[src/rtl/pipe_ex2.sv]
`default_nettype none
// ============================================================================
//  Module   : pipe_ex2
//  Purpose  : Four-stage register-register ALU pipeline (fetch, execute,
//             write-back, store) with a 16x16 register bank and a 256x16
//             data memory. One instruction accepted on every rising edge.
//  Revision : 1.0 - single-clock replacement of the two-phase pipeline
// ============================================================================
module pipe_ex2 #(
  parameter int DW     = 16,
  parameter int NREG   = 16,
  parameter int MDEPTH = 256
) (
  input  logic                      clk,
  input  logic                      rst,
  output logic [DW-1:0]             z,
  input  logic [$clog2(NREG)-1:0]   rs1,
  input  logic [$clog2(NREG)-1:0]   rs2,
  input  logic [$clog2(NREG)-1:0]   rd,
  input  logic [3:0]                func,
  input  logic [$clog2(MDEPTH)-1:0] addr
);

  localparam int RW = $clog2(NREG);
  localparam int AW = $clog2(MDEPTH);

  // Architectural state; deliberately never reset so preloaded contents survive.
  logic [DW-1:0] regbank [NREG];
  logic [DW-1:0] mem     [MDEPTH];

  // Stage 1 (fetch) registers
  logic [DW-1:0] a;
  logic [DW-1:0] b;
  logic [RW-1:0] rd1;
  logic [3:0]    func1;
  logic [AW-1:0] addr1;
  logic          v1;

  // Stage 2 (execute) registers; the ALU result lives in the z port itself
  logic [RW-1:0] rd2;
  logic [AW-1:0] addr2;
  logic          v2;

  // Stage 3 (write-back) registers
  logic [DW-1:0] z3;
  logic [AW-1:0] addr3;
  logic          v3;

  // Combinational fetch operands and ALU result
  logic [DW-1:0] fetch_a;
  logic [DW-1:0] fetch_b;
  logic [DW-1:0] alu_y;

  // Operand fetch with write-before-read bypass from the stage-3 write-back.
  always_comb begin
    fetch_a = regbank[rs1];
    fetch_b = regbank[rs2];
    if (v2 && (rd2 == rs1)) fetch_a = z;
    if (v2 && (rd2 == rs2)) fetch_b = z;
  end

  // ALU: unsigned, all results truncated to DW bits.
  always_comb begin
    alu_y = '0;
    case (func1)
      4'd0:    alu_y = a + b;
      4'd1:    alu_y = a - b;
      4'd2:    alu_y = a * b;
      4'd3:    alu_y = a;
      4'd4:    alu_y = b;
      4'd5:    alu_y = a & b;
      4'd6:    alu_y = a | b;
      4'd7:    alu_y = a ^ b;
      4'd8:    alu_y = ~a;
      4'd9:    alu_y = ~b;
      4'd10:   alu_y = a >> 1;
      4'd11:   alu_y = a << 1;
      default: alu_y = '0;
    endcase
  end

  // Stage 1: latch operands and pipeline the instruction fields.
  always_ff @(posedge clk or posedge rst) begin
    if (rst) begin
      a     <= '0;
      b     <= '0;
      rd1   <= '0;
      func1 <= '0;
      addr1 <= '0;
      v1    <= 1'b0;
    end else begin
      a     <= fetch_a;
      b     <= fetch_b;
      rd1   <= rd;
      func1 <= func;
      addr1 <= addr;
      v1    <= 1'b1;
    end
  end

  // Stage 2: register the ALU result and carry destination/address forward.
  always_ff @(posedge clk or posedge rst) begin
    if (rst) begin
      z     <= '0;
      rd2   <= '0;
      addr2 <= '0;
      v2    <= 1'b0;
    end else begin
      z     <= alu_y;
      rd2   <= rd1;
      addr2 <= addr1;
      v2    <= v1;
    end
  end

  // Stage 3: hold the result and store address for the memory stage.
  always_ff @(posedge clk or posedge rst) begin
    if (rst) begin
      z3    <= '0;
      addr3 <= '0;
      v3    <= 1'b0;
    end else begin
      z3    <= z;
      addr3 <= addr2;
      v3    <= v2;
    end
  end

  // Stage 3 register write-back; a cleared v2 discards in-flight work on reset.
  always @(posedge clk) begin
    if (v2) regbank[rd2] <= z;
  end

  // Stage 4 memory store; a cleared v3 discards in-flight work on reset.
  always @(posedge clk) begin
    if (v3) mem[addr3] <= z3;
  end

endmodule
`default_nettype wire

[config.mk]
export PLATFORM = sky130hd
export DESIGN_NAME = pipe_ex2
export DESIGN_NICKNAME = d
export VERILOG_FILES = /design/src/rtl/pipe_ex2.sv
export SDC_FILE = /design/constraint.sdc
export NUM_CORES = 1
export LEC_CHECK = 0
export ABC_AREA = 0
export CORE_ASPECT_RATIO = 0.8
export CORE_UTILIZATION = 30
export CTS_CLUSTER_DIAMETER = 80
export DETAILED_ROUTE_END_ITERATION = 10
export SLEW_MARGIN = 20
export SYNTH_ARGS = -nofsm -noshare
export SYNTH_HDL_FRONTEND = slang
export SYNTH_SLANG_ARGS = --single-unit
[constraint.sdc]
create_clock -name clk -period 8.15 [get_ports clk]
set_input_delay 1.63 -clock clk [delete_from_list [all_inputs] [get_ports clk]]
set_output_delay 1.63 -clock clk [all_outputs]
set_load 0.005 [all_outputs]
* Yosys cells after proc, flatten, opt, wreduce, memory -nomap -nowiden *
Memory sizes are Yosys's and may differ from the RTL's. A register that Yosys moved wholly into a read port is not among the register bits.
Cells that the tools add are included.

storage, ports and cells
  RAM bits = 256
  register bits after elaboration = 30
  memories kept = 1
  output and inout port bits = 16

cells by class
  reductions and logical operators = 1
  multiply operators = 1
  bitwise operators = 5
  equal/unequal tests = 11
  mux-type cells = 3
  add/sub/neg operators = 2

memories
  memory   words  width  read ports  clocked after memory_dff  wr ports  RTL line  source
  regbank  16     16     2           2                         1         28        logic [DW-1:0] regbank [NREG];

operators with widths
  cell                                                                    number
  16-bit one-hot mux with 12 select lines                                 1
  16-bit NOT                                                              2
  16-bit adder                                                            1
  16-bit AND                                                              1
  4-bit by 3-bit equality test with 1-bit output (second input constant)  4
  4-bit equality test (second input constant)                             4
  16-bit by 16-bit multiplier with 16-bit output                          1
  16-bit OR                                                               1
  16-bit subtractor                                                       1
  16-bit XOR                                                              1
  4-bit by 2-bit equality test with 1-bit output (second input constant)  2
  4-bit by 1-bit equality test with 1-bit output (second input constant)  1
  4-bit zero test                                                         1
  1-bit 2-to-1 mux                                                        2

* Depth between registers and ports, before layout *
Gate-level depths: netlist of run 1.

  depth in word-level cells = 2
  mapped depth = 22
  mapped depth without buffers = 20

* Worst setup path after synthesis of run 1 *
Ideal clock, no wire load.

  path type = register to register
  from = reg b[2], read port of regbank
  to = reg z[15]
  path buffers = 2
  stages on the path, launching flop included = 21
  arrival = 5.353 ns
  slack = 2.671 ns
  cells stage by stage = dfrtp_1 -> buf_2 -> inv_1 -> clkbuf_1 -> nor2_1 -> fa_1 -> inv_1 -> fa_1 -> inv_1 -> fa_1 -> fa_1 -> inv_1 -> fa_1 -> fa_1 -> xnor2_1 -> xnor2_1 -> xnor2_1 -> xnor2_1 -> xnor3_1 -> xnor2_1 -> a221o_1

on the way
  cells in the longest elaborated chain, start to end = 2
  elaborated cells on any way between the ends = 4

RTL lines
  element                                                                       RTL line  source
  start: declaration                                                            33        logic [DW-1:0] b;
  16-bit by 16-bit multiplier with 16-bit output, or another cell as far along  68        4'd2: alu_y = a * b;
  16-bit one-hot mux with 12 select lines *                                     65        case (func1)
  net alu_y[15]                                                                 52        logic [DW-1:0] alu_y;
  end signal: assignment                                                        109       z <= alu_y;
  end: declaration                                                              16        output logic [DW-1:0] z,

Mark *: on every way through the listed nets, which the timed path passes. The rest lies on a longest branch.

* Final worst setup path of run 1 *
  from = reg b[1], read port of regbank
  to = reg z[10]

Same word-level chain as after synthesis.

==> summary.md, run 1 <==
| Metric | Value |
|---|---|
| Run status | finished clean |
| Number of hold violations in the final report | 0 |
| Category of the worst setup path capture point | flip-flop |
| Hold-fix buffer count after cts | 0 |
| Share of power burned in combinational logic | 57.0% |
| Prevailing post-synth register cell | sky130_fd_sc_hd__edfxtp_1 |
| Die height | ~230 µm |
| Number of instances in the synthesized netlist | 1450 |
| Library cells used by synthesis | 62 |
| Post-synth top area cell | sky130_fd_sc_hd__edfxtp_1 |
| Number of pins with negative max-slew slack in the final report | 0 |
| Initial Utilization | 30.4% |
| Switching part of the total | 43.8% |
| Number of vias in the routed layout | 12600 |
| Number of nets with antenna violations after detailed routing | 0 |
| Number of rows created at floorplan | 84 |
| RSZ-0062 raised after global routing | no |
| Clock sink count | approximately 320 |
| Endpoint arrival time on the critical path | roughly 7.3 ns |
| Clock tree from TritonCTS | built |
| Slew Limit Headroom | 28.7% |
| Antenna diodes | 0 |
| Static leakage power | 8.19 nW |
| Final period demand of the worst path | 6.93 ns |
| EDFF count, synth | 256 |
| Family with the most delay on the worst path | adder cells |
| Top-level port count | 42 |
| Layout Area Growth over Synthesis | 11.7% |
| Sw Pwr | 3.82 mW |
| Share of final-layout standard cells stronger than drive strength 1 | between 20% and 30% |
| Dpl ws | 1.55 ns |
| Post-cts repair resize count | 0 |
| Antenna violations before repair | 1 |
| Power per Cell Area | 388 mW/mm² |
| Layout Skew | 0.0178 ns |
| MaxCap Viol Count | 0 |
| Post-synthesis instance area | around 0.02 mm² |
| Final worst slack | ~1.2 ns |
| Number of buffers inserted during clock tree synthesis | 31 |
| Peak supply drop | about 0.00037 V |
| Top achievable clock speed | 144 MHz |
| Sequential element share of the synthesized area | 46.0% |
| Most common cell in the synthesized netlist | sky130_fd_sc_hd__edfxtp_1 |
| Crit path largest cell delay | between 0.9 and 1 ns |
| Final wirelength | about 56000 µm |
| Clk Latency, worst-skew pair | 0.59 ns |
| Share of total power in sequential cells | 26.1% |
| Crit Path Max Fanout | 13 |
| First drt pass iteration count | 5 |
| Ordered cell list for the critical path | clkinv_1, nor2_1, fa_1, fa_1, ha_1, fa_1, inv_1, fa_1, fa_1, inv_1, ha_1, or3_1, o21ai_0, a21oi_1, a21oi_1, xnor2_1, a2111oi_0, o21ai_0 |
| Post-synthesis async set-or-reset flop share | 19.5% |
| Share of the core filled with cells | roughly 34% |
| Synth warn | 0 |
| Post-synthesis area per instance | around 14 µm² |
| Measured slew at the worst slew-check pin | ~1.0 ns |
| Total half-perimeter wirelength after legalization and detailed placement | 37600 µm |
| Register bit total from synthesis | 318 |
| Post-layout nets | roughly 1700 |
| Most instantiated cells after synthesis | sky130_fd_sc_hd__edfxtp_1 (256), sky130_fd_sc_hd__mux4_2 (160), sky130_fd_sc_hd__inv_1 (144) |
| Leftover overflow at the end of global routing | 0 |
| Global Route Usage Sum | approximately 17% |
| Number of DRC violations after detailed-routing iteration 0 | around 1700 |
| Master cell of the clock root buffer | sky130_fd_sc_hd__clkbuf_16 |
| Leading cell types by total area after synthesis | sky130_fd_sc_hd__edfxtp_1 (38%), sky130_fd_sc_hd__mux4_2 (18%), sky130_fd_sc_hd__fa_1 (8.1%) |
| TNS Setup | 0 ns |
| First-pass GRT wire length | 85200 µm |
| Library cell contributing the largest single delay on the critical path | sky130_fd_sc_hd__a2111oi_0 |
| Floorplan die area | slightly below 0.07 mm² |
| Post-CTS clock slew at the launch and capture registers of the worst setup and hold paths | approximately 0.07 ns |
| Min-delay worst type | flip-flop to flip-flop |
| Required time reported for the critical path endpoint | 8.55 ns |
| Part of the total power dissipated in the clock network | 16.9% |
| Internal power consumption | 4.89 mW |
| Gpl congestion | 0.964 |
| H-tree lvl count | 1 |
| CP dominant cell by count | sky130_fd_sc_hd__fa_1 |
| Crit path buf inv count | 3 |
| Maximum buffer depth of the clock tree | 3 |
| Pin count of the biggest net entering global routing | 63 |
| Final number of setup-violating endpoints | 0 |
| Per-cell via count in the routed design | 5.39 |
| Final cycle utilization of the critical path | 85.0% |
| Kind of critical path | flip-flop to flip-flop |
| Area share of the largest cell type after synthesis | 38.3% |
| DRC Markers | 0 |
| Total setup buffers inserted after CTS | 0 |
| Hold WS | 0.351 ns |
| Area of the core | about 0.066 mm² |
| Port buffer count | 33 |
| Critical Path Source Type | flip-flop |
| Number of global-route vias before repair | roughly 13000 |
| Mean routed wirelength per cell | 24.1 µm |
| Die boundary width | 291 µm |
| Synthesized Nets | 1654 |
[power groups by stage]
stage / sequential, mW / combinational (mW) / clock (mW)
after CTS: 2.27 / 4.98 / 1.50
after detailed placement: 2.30 / 4.91 / 0
after global routing: 2.30 / 5.58 / 1.56
final: 2.27 / 4.97 / 1.47
after floorplan: 2.14 / 3.46 / 0
after global placement: 2.29 / 4.91 / 0
[metrics by stage]
stage | area [µm²] | power, mW | std cells
floorplan | 20100 | 5.60 | 1450
global placement | 21400 | 7.20 | 2286
detailed placement | 21400 | 7.21 | 2286
CTS | 22400 | 8.75 | 2343
global route | 22400 | 9.44 | 2345
finish | 22400 | 8.71 | 2345
[layer usage]
metal / track usage [%] / share of wire (%) / up-vias
met5: 0 / 0.023 / -
met4: 3.87 / 2.2 / 2
met3: 4.16 / 9.9 / 77
met2: 25.0 / 44 / 600
met1: 24.6 / 44 / 6565
li1: - / - / 5388
[final timing paths]
check                       start  endpoint  slack (ns)  cells past startpoint
min reg2reg                rd1[1]    rd2[1]        0.35                      0
min in group asynchronous     rst      z[9]        1.58                      3
max reg2reg                  b[1]     z[10]        1.22                     18
max in group asynchronous     rst    rd1[2]        6.01                      3
min                        rd1[1]    rd2[1]        0.35                      0
max                          b[1]     z[10]        1.22                     18
[layout by cell type, fill, tap and decap left out, types with 5 or more instances in the layout]
cell and n:
sky130_fd_sc_hd__a211oi_1 7, sky130_fd_sc_hd__a31oi_1 6, sky130_fd_sc_hd__xor2_1 14, sky130_fd_sc_hd__buf_4 32
sky130_fd_sc_hd__mux4_2 160, sky130_fd_sc_hd__mux2_2 36, sky130_fd_sc_hd__dfrtp_1 62, sky130_fd_sc_hd__nand2b_1 8
sky130_fd_sc_hd__o21a_1 5, sky130_fd_sc_hd__xnor2_1 55, sky130_fd_sc_hd__inv_1 143, sky130_fd_sc_hd__a221oi_1 14
sky130_fd_sc_hd__a21oi_1 36, sky130_fd_sc_hd__a221o_1 5, sky130_fd_sc_hd__o21ai_0 28, sky130_fd_sc_hd__clkdlybuf4s50_1 29
sky130_fd_sc_hd__o31ai_1 5, sky130_fd_sc_hd__clkbuf_1 10, sky130_fd_sc_hd__nor2_1 114, sky130_fd_sc_hd__clkbuf_8 5
sky130_fd_sc_hd__fa_1 81, sky130_fd_sc_hd__edfxtp_1 256, sky130_fd_sc_hd__nor3_1 10, sky130_fd_sc_hd__nand3_1 12
sky130_fd_sc_hd__nor2_2 10, sky130_fd_sc_hd__nor3_2 5, sky130_fd_sc_hd__nand2_1 98, sky130_fd_sc_hd__clkbuf_16 32
sky130_fd_sc_hd__clkinv_1 9, sky130_fd_sc_hd__ha_1 97, sky130_fd_sc_hd__or3_1 9, sky130_fd_sc_hd__o2111ai_1 5
sky130_fd_sc_hd__a22oi_1 12
[cell type report]
type	instances	area [µm²]
Tap cell	860	1080
Fill cell	6367	43600
Timing Repair Buffer	65	566
Multi-Input combinational cell	894	9950
Clock inverter	11	150
Sequential cell	318	9240
Clock buffer	46	893
Inverter	151	567
[worst register-to-register path: cells and delay by family (launching register included)]
family                   cells  cell delay (ns)
adder cells (fa/ha/maj)      7             2.89
AO/OA/AOI/OAI                5             1.58
flip-flops                   1             0.76
AND/OR/NAND/NOR              2             0.69
buffers and inverters        3             0.68
XOR/XNOR                     1             0.14
[cells by family (layout without fill, tap and decap cells)]
group	count (synthesis)	in the layout	synth area share, %
flops	318	318	46.0
compound gates	153	153	5.43
xor+xnor	70	70	3.12
mux	200	200	20.2
other cells	1	1	0.0187
simple gates	292	292	6.30
buf+inv	238	273	4.87
fa+ha+maj	178	178	14.1
[flip-flops by register name, summed over array words and instances, names as in the netlist]
name and count:
rd1 4, regbank 256, v2 1, a 16, func1 4, v1 1, z 16, b 16
rd2 4
Note: power is estimated with default switching activity, not from simulation.
==> run 2: changes to the inputs <==
Settings changed: CELL_PAD_IN_SITES_DETAIL_PLACEMENT set to 1, CELL_PAD_IN_SITES_GLOBAL_PLACEMENT set to 2, PLACE_DENSITY_LB_ADDON set to 0.1.
==> run 2 against run 1 <==
  * Register-to-register slack improved by 0.34 ns
  * Power increased by 7.1%
  * Largest cell class unchanged
  * Clock skew is 0.0089 ns lower
  * Non-clock buffer count increased by 16
  * Via count is 0.79% lower
==> summary.md, run 2 (synthesis results as in run 1) <==
| Metric | Value |
|---|---|
| Run status | finished clean (unchanged) |
| Master cell of the clock root buffer | sky130_fd_sc_hd__clkbuf_16 (unchanged) |
| Static leakage power | 8.26 nW (was 8.19 nW) |
| First-pass GRT wire length | 99900 µm (was 85200 µm) |
| Power per Cell Area | 414 mW/mm² (was 388 mW/mm²) |
| Clk Latency, worst-skew pair | 0.57 ns (was 0.59 ns) |
| Required time reported for the critical path endpoint | 8.58 ns (was 8.55 ns) |
| Share of the core filled with cells | 34.1% (was 34.0%) |
| MaxCap Viol Count | 0 (unchanged) |
| Final number of setup-violating endpoints | 0 (unchanged) |
| Floorplan die area | 0.0680 mm² (unchanged) |
| Final cycle utilization of the critical path | 80.9% (was 85.0%) |
| H-tree lvl count | 1 (unchanged) |
| TNS Setup | 0 ns (unchanged) |
| Area of the core | 0.0660 mm² (unchanged) |
| Top-level port count | 42 (unchanged) |
| First drt pass iteration count | 5 (unchanged) |
| Post-route non-filler standard cell count | 2360 (was 2345) |
| Number of global-route vias before repair | 13400 (was 12900) |
| Max FFs per register | 256 (unchanged) |
| Leading cell types in the layout, fill and taps excluded | sky130_fd_sc_hd__edfxtp_1 (256), sky130_fd_sc_hd__mux4_2 (160), sky130_fd_sc_hd__inv_1 (143) (unchanged) |
| Total half-perimeter wirelength after legalization and detailed placement | 47600 µm (was 37600 µm) |
| Final wirelength | 69600 µm (was 56500 µm) |
| Pin count of the biggest net entering global routing | 63 (unchanged) |
| Post-cts repair resize count | 0 (unchanged) |
| Number of nets with antenna violations after detailed routing | 0 (unchanged) |
| RSZ-0062 raised after global routing | no (unchanged) |
| Antenna violations before repair | 3 (was 1) |
| Number of cells after detailed placement | 2304 (was 2286) |
| Layout Skew | 0.00890 ns (was 0.0178 ns) |
| Post-route cell area | 0.0225 mm² (was 0.0224 mm²) |
| Number of DRC violations after detailed-routing iteration 0 | 968 (was 1673) |
| Most frequent standard cell in the layout excluding fill and tap cells | sky130_fd_sc_hd__edfxtp_1 (unchanged) |
| Initial Utilization | 30.4% (unchanged) |
| Number of rows created at floorplan | 84 (unchanged) |
| Reg2Reg Launch Point | b[3] (was b[1]) |
| Measured slew at the worst slew-check pin | 1.16 ns (was 1.04 ns) |
| Clock tree from TritonCTS | built (unchanged) |
| Crit Path Max Fanout | 12 (was 13) |
| Port buffer count | 33 (unchanged) |
| Antenna diodes | 0 (unchanged) |
| Area post-placement | 0.0215 mm² (was 0.0214 mm²) |
| Number of pins with negative max-slew slack in the final report | 0 (unchanged) |
| Die height | 233 µm (unchanged) |
| Hold-fix buffer count after cts | 0 (unchanged) |
| Peak supply drop | 0.000440 V (was 0.000368 V) |
| Per-cell via count in the routed design | 5.31 (was 5.39) |
| Number of vias in the routed layout | 12500 (was 12600) |
| Endpoint arrival time on the critical path | 7.03 ns (was 7.33 ns) |
| Number of buffers inserted during clock tree synthesis | 31 (unchanged) |
| Top achievable clock speed | 152 MHz (was 144 MHz) |
| Clock sink count | 318 (unchanged) |
| Global Route Usage Sum | 20.8% (was 16.8%) |
| Kind of critical path | flip-flop to flip-flop (unchanged) |
| Gpl congestion | 0.818 (was 0.964) |
| Post-layout nets | 1681 (was 1665) |
| Min-delay worst type | flip-flop to flip-flop (unchanged) |
| Slew Limit Headroom | 22.2% (was 28.7%) |
| Mean routed wirelength per cell | 29.5 µm (was 24.1 µm) |
| Total setup buffers inserted after CTS | 0 (unchanged) |
| Share of final-layout standard cells stronger than drive strength 1 | 21.7% (was 20.5%) |
| Post-CTS clock slew at the launch and capture registers of the worst setup and hold paths | 0.06 ns (was 0.07 ns) |
| Final period demand of the worst path | 6.59 ns (was 6.93 ns) |
| Die boundary width | 291 µm (unchanged) |
| Start point of the worst hold path | v1 (was rd1[1]) |
| Number of hold violations in the final report | 0 (unchanged) |
| Worst Setup SP | b[3] (was b[1]) |
| Category of the worst setup path capture point | flip-flop (unchanged) |
| Critical Path Source Type | flip-flop (unchanged) |
| Leftover overflow at the end of global routing | 0 (unchanged) |
| Layout Area Growth over Synthesis | 12.1% (was 11.7%) |
| Post-route total power | 9.33 mW (was 8.71 mW) |
| Largest reg by FF count | regbank (unchanged) |
| DRC Markers | 0 (unchanged) |
| Maximum buffer depth of the clock tree | 3 (unchanged) |
[run 2: changes by cell type in the layout (fill, tap and decap cells not counted), sizes merged]
cell           change
buf               +19
bufinv             +1
clkbuf             -5
clkdlybuf4s50      -2
clkinv             +4
clkinvlp           +1
inv                -3
[run 2: per-stage QoR]
stage | worst slack [ns] | hold WS, ns
2_1_floorplan | 2.67 | 0.331
3_3_place_gp | 1.55 | 0.333
3_5_place_dp | 1.50 | 0.337
4_1_cts | 1.47 | 0.352
5_1_grt | 1.25 | 0.353
6_report | 1.56 | 0.350
[run 2: where the power goes]
group          switching, mW  internal (mW)
Sequential             0.276           1.98
Combinational           3.46           2.14
Clock                  0.618          0.851
Total                   4.36           4.97
[run 2: final timing paths]
| check | cells after the start | to | slack, ns |
|---|---|---|---|
| worst max-delay path | 18 | z[15] | 1.56 |
| worst min-delay path | 0 | v2 | 0.35 |
| worst max register to register | 18 | z[15] | 1.56 |
| max in group asynchronous | 3 | b[8] | 5.90 |
| min in group asynchronous | 3 | func1[0] | 1.64 |
| worst min register to register | 0 | v2 | 0.35 |
[run 2: routing by layer]
layer	track usage [%]	vias up	wire, µm
met1	32.1	6774	35100
met2	31.7	289	30700
met3	2.66	51	2860
li1	-	5416	-
met5	0	-	10
met4	2.66	2	857
[run 2: worst max-delay path, cell delays in order, from the launching register on]
cell	delay, ns
sky130_fd_sc_hd__dfrtp_1	0.76
sky130_fd_sc_hd__clkinv_1	0.57
sky130_fd_sc_hd__nor2_1	0.29
sky130_fd_sc_hd__fa_1	0.45
sky130_fd_sc_hd__inv_1	0.11
sky130_fd_sc_hd__fa_1	0.40
sky130_fd_sc_hd__inv_1	0.09
sky130_fd_sc_hd__fa_1	0.45
sky130_fd_sc_hd__fa_1	0.55
sky130_fd_sc_hd__inv_1	0.05
sky130_fd_sc_hd__fa_1	0.45
sky130_fd_sc_hd__fa_1	0.42
sky130_fd_sc_hd__xnor2_1	0.19
sky130_fd_sc_hd__xnor2_1	0.16
sky130_fd_sc_hd__xnor2_1	0.12
sky130_fd_sc_hd__xnor2_1	0.31
sky130_fd_sc_hd__xnor3_1	0.58
sky130_fd_sc_hd__xnor2_1	0.17
sky130_fd_sc_hd__a221o_1	0.34
[run 2: layout make-up]
cell class,instances,area (µm²)
Clock inverter,14,173
Timing Repair Buffer,81,666
Sequential cell,318,9240
Inverter,151,568
Tap cell,860,1080
Multi-Input combinational cell,894,9940
Fill cell,6902,43500
Clock buffer,42,847
==> run 3: changes to the inputs <==
Clock period 8.15 ns to 5.8 ns, I/O delays scaled along.
==> run 3 against run 2 <==
  * Count of clock-buffer cells in the layout increased by 14
  * Hold slack worse by 0.0040 ns
  * First-iteration DRC count grew 15%
  * Final cell count is 3.9% higher
  * Non-clock buffer count rose by 79
  * Global-route usage increased by 0.25 points
  * Sequential power rose by 38%
  * Wire length up 0.43%
  * Power increased by 51%
  * Utilization increased by 1.4 points
  * Largest cell class unchanged
==> summary.md, run 3 (synthesis results as in run 1) <==
| Metric | Value |
|---|---|
| Run status | finished clean (unchanged) |
| Cell depth of the worst hold path | 0 (unchanged) |
| Clk Latency, worst-skew pair | 0.56 ns (was 0.57 ns) |
| Min-delay worst type | flip-flop to flip-flop (unchanged) |
| Maximum buffer depth of the clock tree | 3 (unchanged) |
| Static leakage power | 8.74 nW (was 8.26 nW) |
| Clock sink count | 318 (unchanged) |
| Port buffer count | 33 (unchanged) |
| Antenna violations before repair | 0 (was 3) |
| TNS Setup | 0 ns (unchanged) |
| Peak supply drop | 0.000642 V (was 0.000440 V) |
| MaxCap Viol Count | 0 (unchanged) |
| Area of the core | 0.0660 mm² (unchanged) |
| Worst Setup EP | z[15] (unchanged) |
| Final number of setup-violating endpoints | 0 (unchanged) |
| Number of cells after detailed placement | 2377 (was 2304) |
| Per-cell via count in the routed design | 5.19 (was 5.31) |
| Post-route cell area | 0.0234 mm² (was 0.0225 mm²) |
| Initial Utilization | 30.4% (unchanged) |
| Number of nets with antenna violations after detailed routing | 0 (unchanged) |
| Depth of the most critical reg-to-reg path | 18 (unchanged) |
| Top-level port count | 42 (unchanged) |
| Number of global-route vias before repair | 13700 (was 13400) |
| Number of pins with negative max-slew slack in the final report | 0 (unchanged) |
| RR Endpoint | z[15] (unchanged) |
| Number of buffers inserted during clock tree synthesis | 37 (was 31) |
| Max FFs per register | 256 (unchanged) |
| Final wirelength | 69900 µm (was 69600 µm) |
| Die boundary width | 291 µm (unchanged) |
| Post-route non-filler standard cell count | 2451 (was 2360) |
| First drt pass iteration count | 5 (unchanged) |
| Final worst slack | 0.177 ns (was 1.56 ns) |
| Area of combinational cells with multiple inputs | 0.0100 mm² (was 0.00994 mm²) |
| Pin count of the biggest net entering global routing | 41 (was 63) |
| Leading cell types in the layout, fill and taps excluded | sky130_fd_sc_hd__edfxtp_1 (256), sky130_fd_sc_hd__mux4_2 (160), sky130_fd_sc_hd__inv_1 (139) (was sky130_fd_sc_hd__edfxtp_1 (256), sky130_fd_sc_hd__mux4_2 (160), sky130_fd_sc_hd__inv_1 (143)) |
| Hold-fix buffer count after cts | 0 (unchanged) |
| Layout Skew | 0.0255 ns (was 0.00890 ns) |
| Share of final-layout standard cells stronger than drive strength 1 | 27.6% (was 21.7%) |
| Measured slew at the worst slew-check pin | 1.06 ns (was 1.16 ns) |
| RSZ-0062 raised after global routing | no (unchanged) |
| Number of hold violations in the final report | 0 (unchanged) |
| Power per Cell Area | 599 mW/mm² (was 414 mW/mm²) |
| Leftover overflow at the end of global routing | 0 (unchanged) |
| First-pass GRT wire length | 102000 µm (was 99900 µm) |
| Post-CTS clock slew at the launch and capture registers of the worst setup and hold paths | 0.06 ns (about the same) |
| Final period demand of the worst path | 5.62 ns (was 6.59 ns) |
| # fillers | 6869 (was 6902) |
| Antenna diodes | 0 (unchanged) |
| Most frequent standard cell in the layout excluding fill and tap cells | sky130_fd_sc_hd__edfxtp_1 (unchanged) |
| Kind of critical path | flip-flop to flip-flop (unchanged) |
| Worst Setup SP | b[1] (was b[3]) |
| Slew Limit Headroom | 29.0% (was 22.2%) |
| H-tree lvl count | 2 (was 1) |
| Number of vias in the routed layout | 12700 (was 12500) |
| Mean routed wirelength per cell | 28.5 µm (was 29.5 µm) |
| Number of rows created at floorplan | 84 (unchanged) |
| Die height | 233 µm (unchanged) |
| Clock tree from TritonCTS | built (unchanged) |
| Endpoint arrival time on the critical path | 6.04 ns (was 7.03 ns) |
| Largest reg by FF count | regbank (unchanged) |
| Final cycle utilization of the critical path | 97.0% (was 80.9%) |
| Reg2Reg Launch Point | b[1] (was b[3]) |
| Floorplan die area | 0.0680 mm² (unchanged) |
| Critical Path Source Type | flip-flop (unchanged) |
| Category of the worst setup path capture point | flip-flop (unchanged) |
| Gpl congestion | 0.843 (was 0.818) |
| Sequential cell area | 0.00924 mm² (about the same) |
| R2R Setup Slk | 0.18 ns (was 1.56 ns) |
| Post-layout nets | 1766 (was 1681) |
| Layout Area Growth over Synthesis | 16.7% (was 12.1%) |
| Total half-perimeter wirelength after legalization and detailed placement | 49500 µm (was 47600 µm) |
| Required time reported for the critical path endpoint | 6.22 ns (was 8.58 ns) |
| DRC Markers | 0 (unchanged) |
| Global Route Usage Sum | 21.1% (was 20.8%) |
| Master cell of the clock root buffer | sky130_fd_sc_hd__clkbuf_16 (unchanged) |
| Dpl ws | -0.299 ns (was 1.50 ns) |
| Crit Path Max Fanout | 3 (was 12) |
| Number of DRC violations after detailed-routing iteration 0 | 1109 (was 968) |
| Top achievable clock speed | 178 MHz (was 152 MHz) |
| Area post-placement | 0.0221 mm² (was 0.0215 mm²) |
-- run 3: metal layers --
metal	track usage [%]	up-vias	part of all wire (%)
met5	0	-	0
met4	3.09	0	1.2
met3	2.68	63	4.1
met2	31.8	270	43
met1	32.6	6804	51
li1	-	5588	-
-- run 3: power breakdown --
part / total, mW / internal [mW] / switching [mW]
Clock: 2.28 / 1.30 / 0.977
Sequential: 3.12 / 2.79 / 0.331
Combinational: 8.65 / 3.47 / 5.18
Total: 14.0 / 7.56 / 6.49
-- run 3: worst min-delay path by stage --
stage / startpoint / slack (ns) / to
floorplan: rd1[0] / 0.33 / rd2[0]
CTS: rd1[0] / 0.35 / rd2[0]
detailed placement: rd1[0] / 0.34 / rd2[0]
finish: rd1[0] / 0.35 / rd2[0]
global route: rd1[1] / 0.35 / rd2[1]
global placement: rd1[1] / 0.33 / rd2[1]
-- run 3: layout make-up --
cell class	count	share of cell area (%)
repair buffers	160	5.67
well taps	860	4.59
inverters	151	2.48
clock inverters	12	0.406
flip-flops and latches	318	39.4
multi-input cells	894	42.8
clock buffers	56	4.60
-- run 3: stage by stage --
stage          util (%)  total power [mW]  hold WS, ns
3_5_place_dp       33.5              11.4        0.336
5_1_grt            35.5              15.2        0.353
3_3_place_gp       33.5              11.5        0.334
2_1_floorplan         -              7.86        0.331
4_1_cts            35.3              13.9        0.349
6_report           35.5              14.0        0.346
-- run 3: critical path: stages (launching register included) --
cell,delay (ns)
sky130_fd_sc_hd__dfrtp_2,0.44
sky130_fd_sc_hd__inv_2,0.10
sky130_fd_sc_hd__buf_4,0.14
sky130_fd_sc_hd__nor2_1,0.06
sky130_fd_sc_hd__fa_1,0.54
sky130_fd_sc_hd__inv_1,0.05
sky130_fd_sc_hd__fa_1,0.52
sky130_fd_sc_hd__inv_1,0.05
sky130_fd_sc_hd__fa_1,0.48
sky130_fd_sc_hd__fa_1,0.55
sky130_fd_sc_hd__inv_1,0.05
sky130_fd_sc_hd__fa_1,0.45
sky130_fd_sc_hd__fa_1,0.57
sky130_fd_sc_hd__inv_1,0.11
sky130_fd_sc_hd__ha_1,0.22
sky130_fd_sc_hd__or3_1,0.36
sky130_fd_sc_hd__o31ai_2,0.25
sky130_fd_sc_hd__xnor2_1,0.19
sky130_fd_sc_hd__a221o_1,0.36
-- run 3: repair_timing --
item,in CTS,in global routing
hold endpoints to repair,0,0
endpoints found under the setup margin,3,5
pin swaps,0,3
gates resized for setup,5,26
setup buffers,0,6
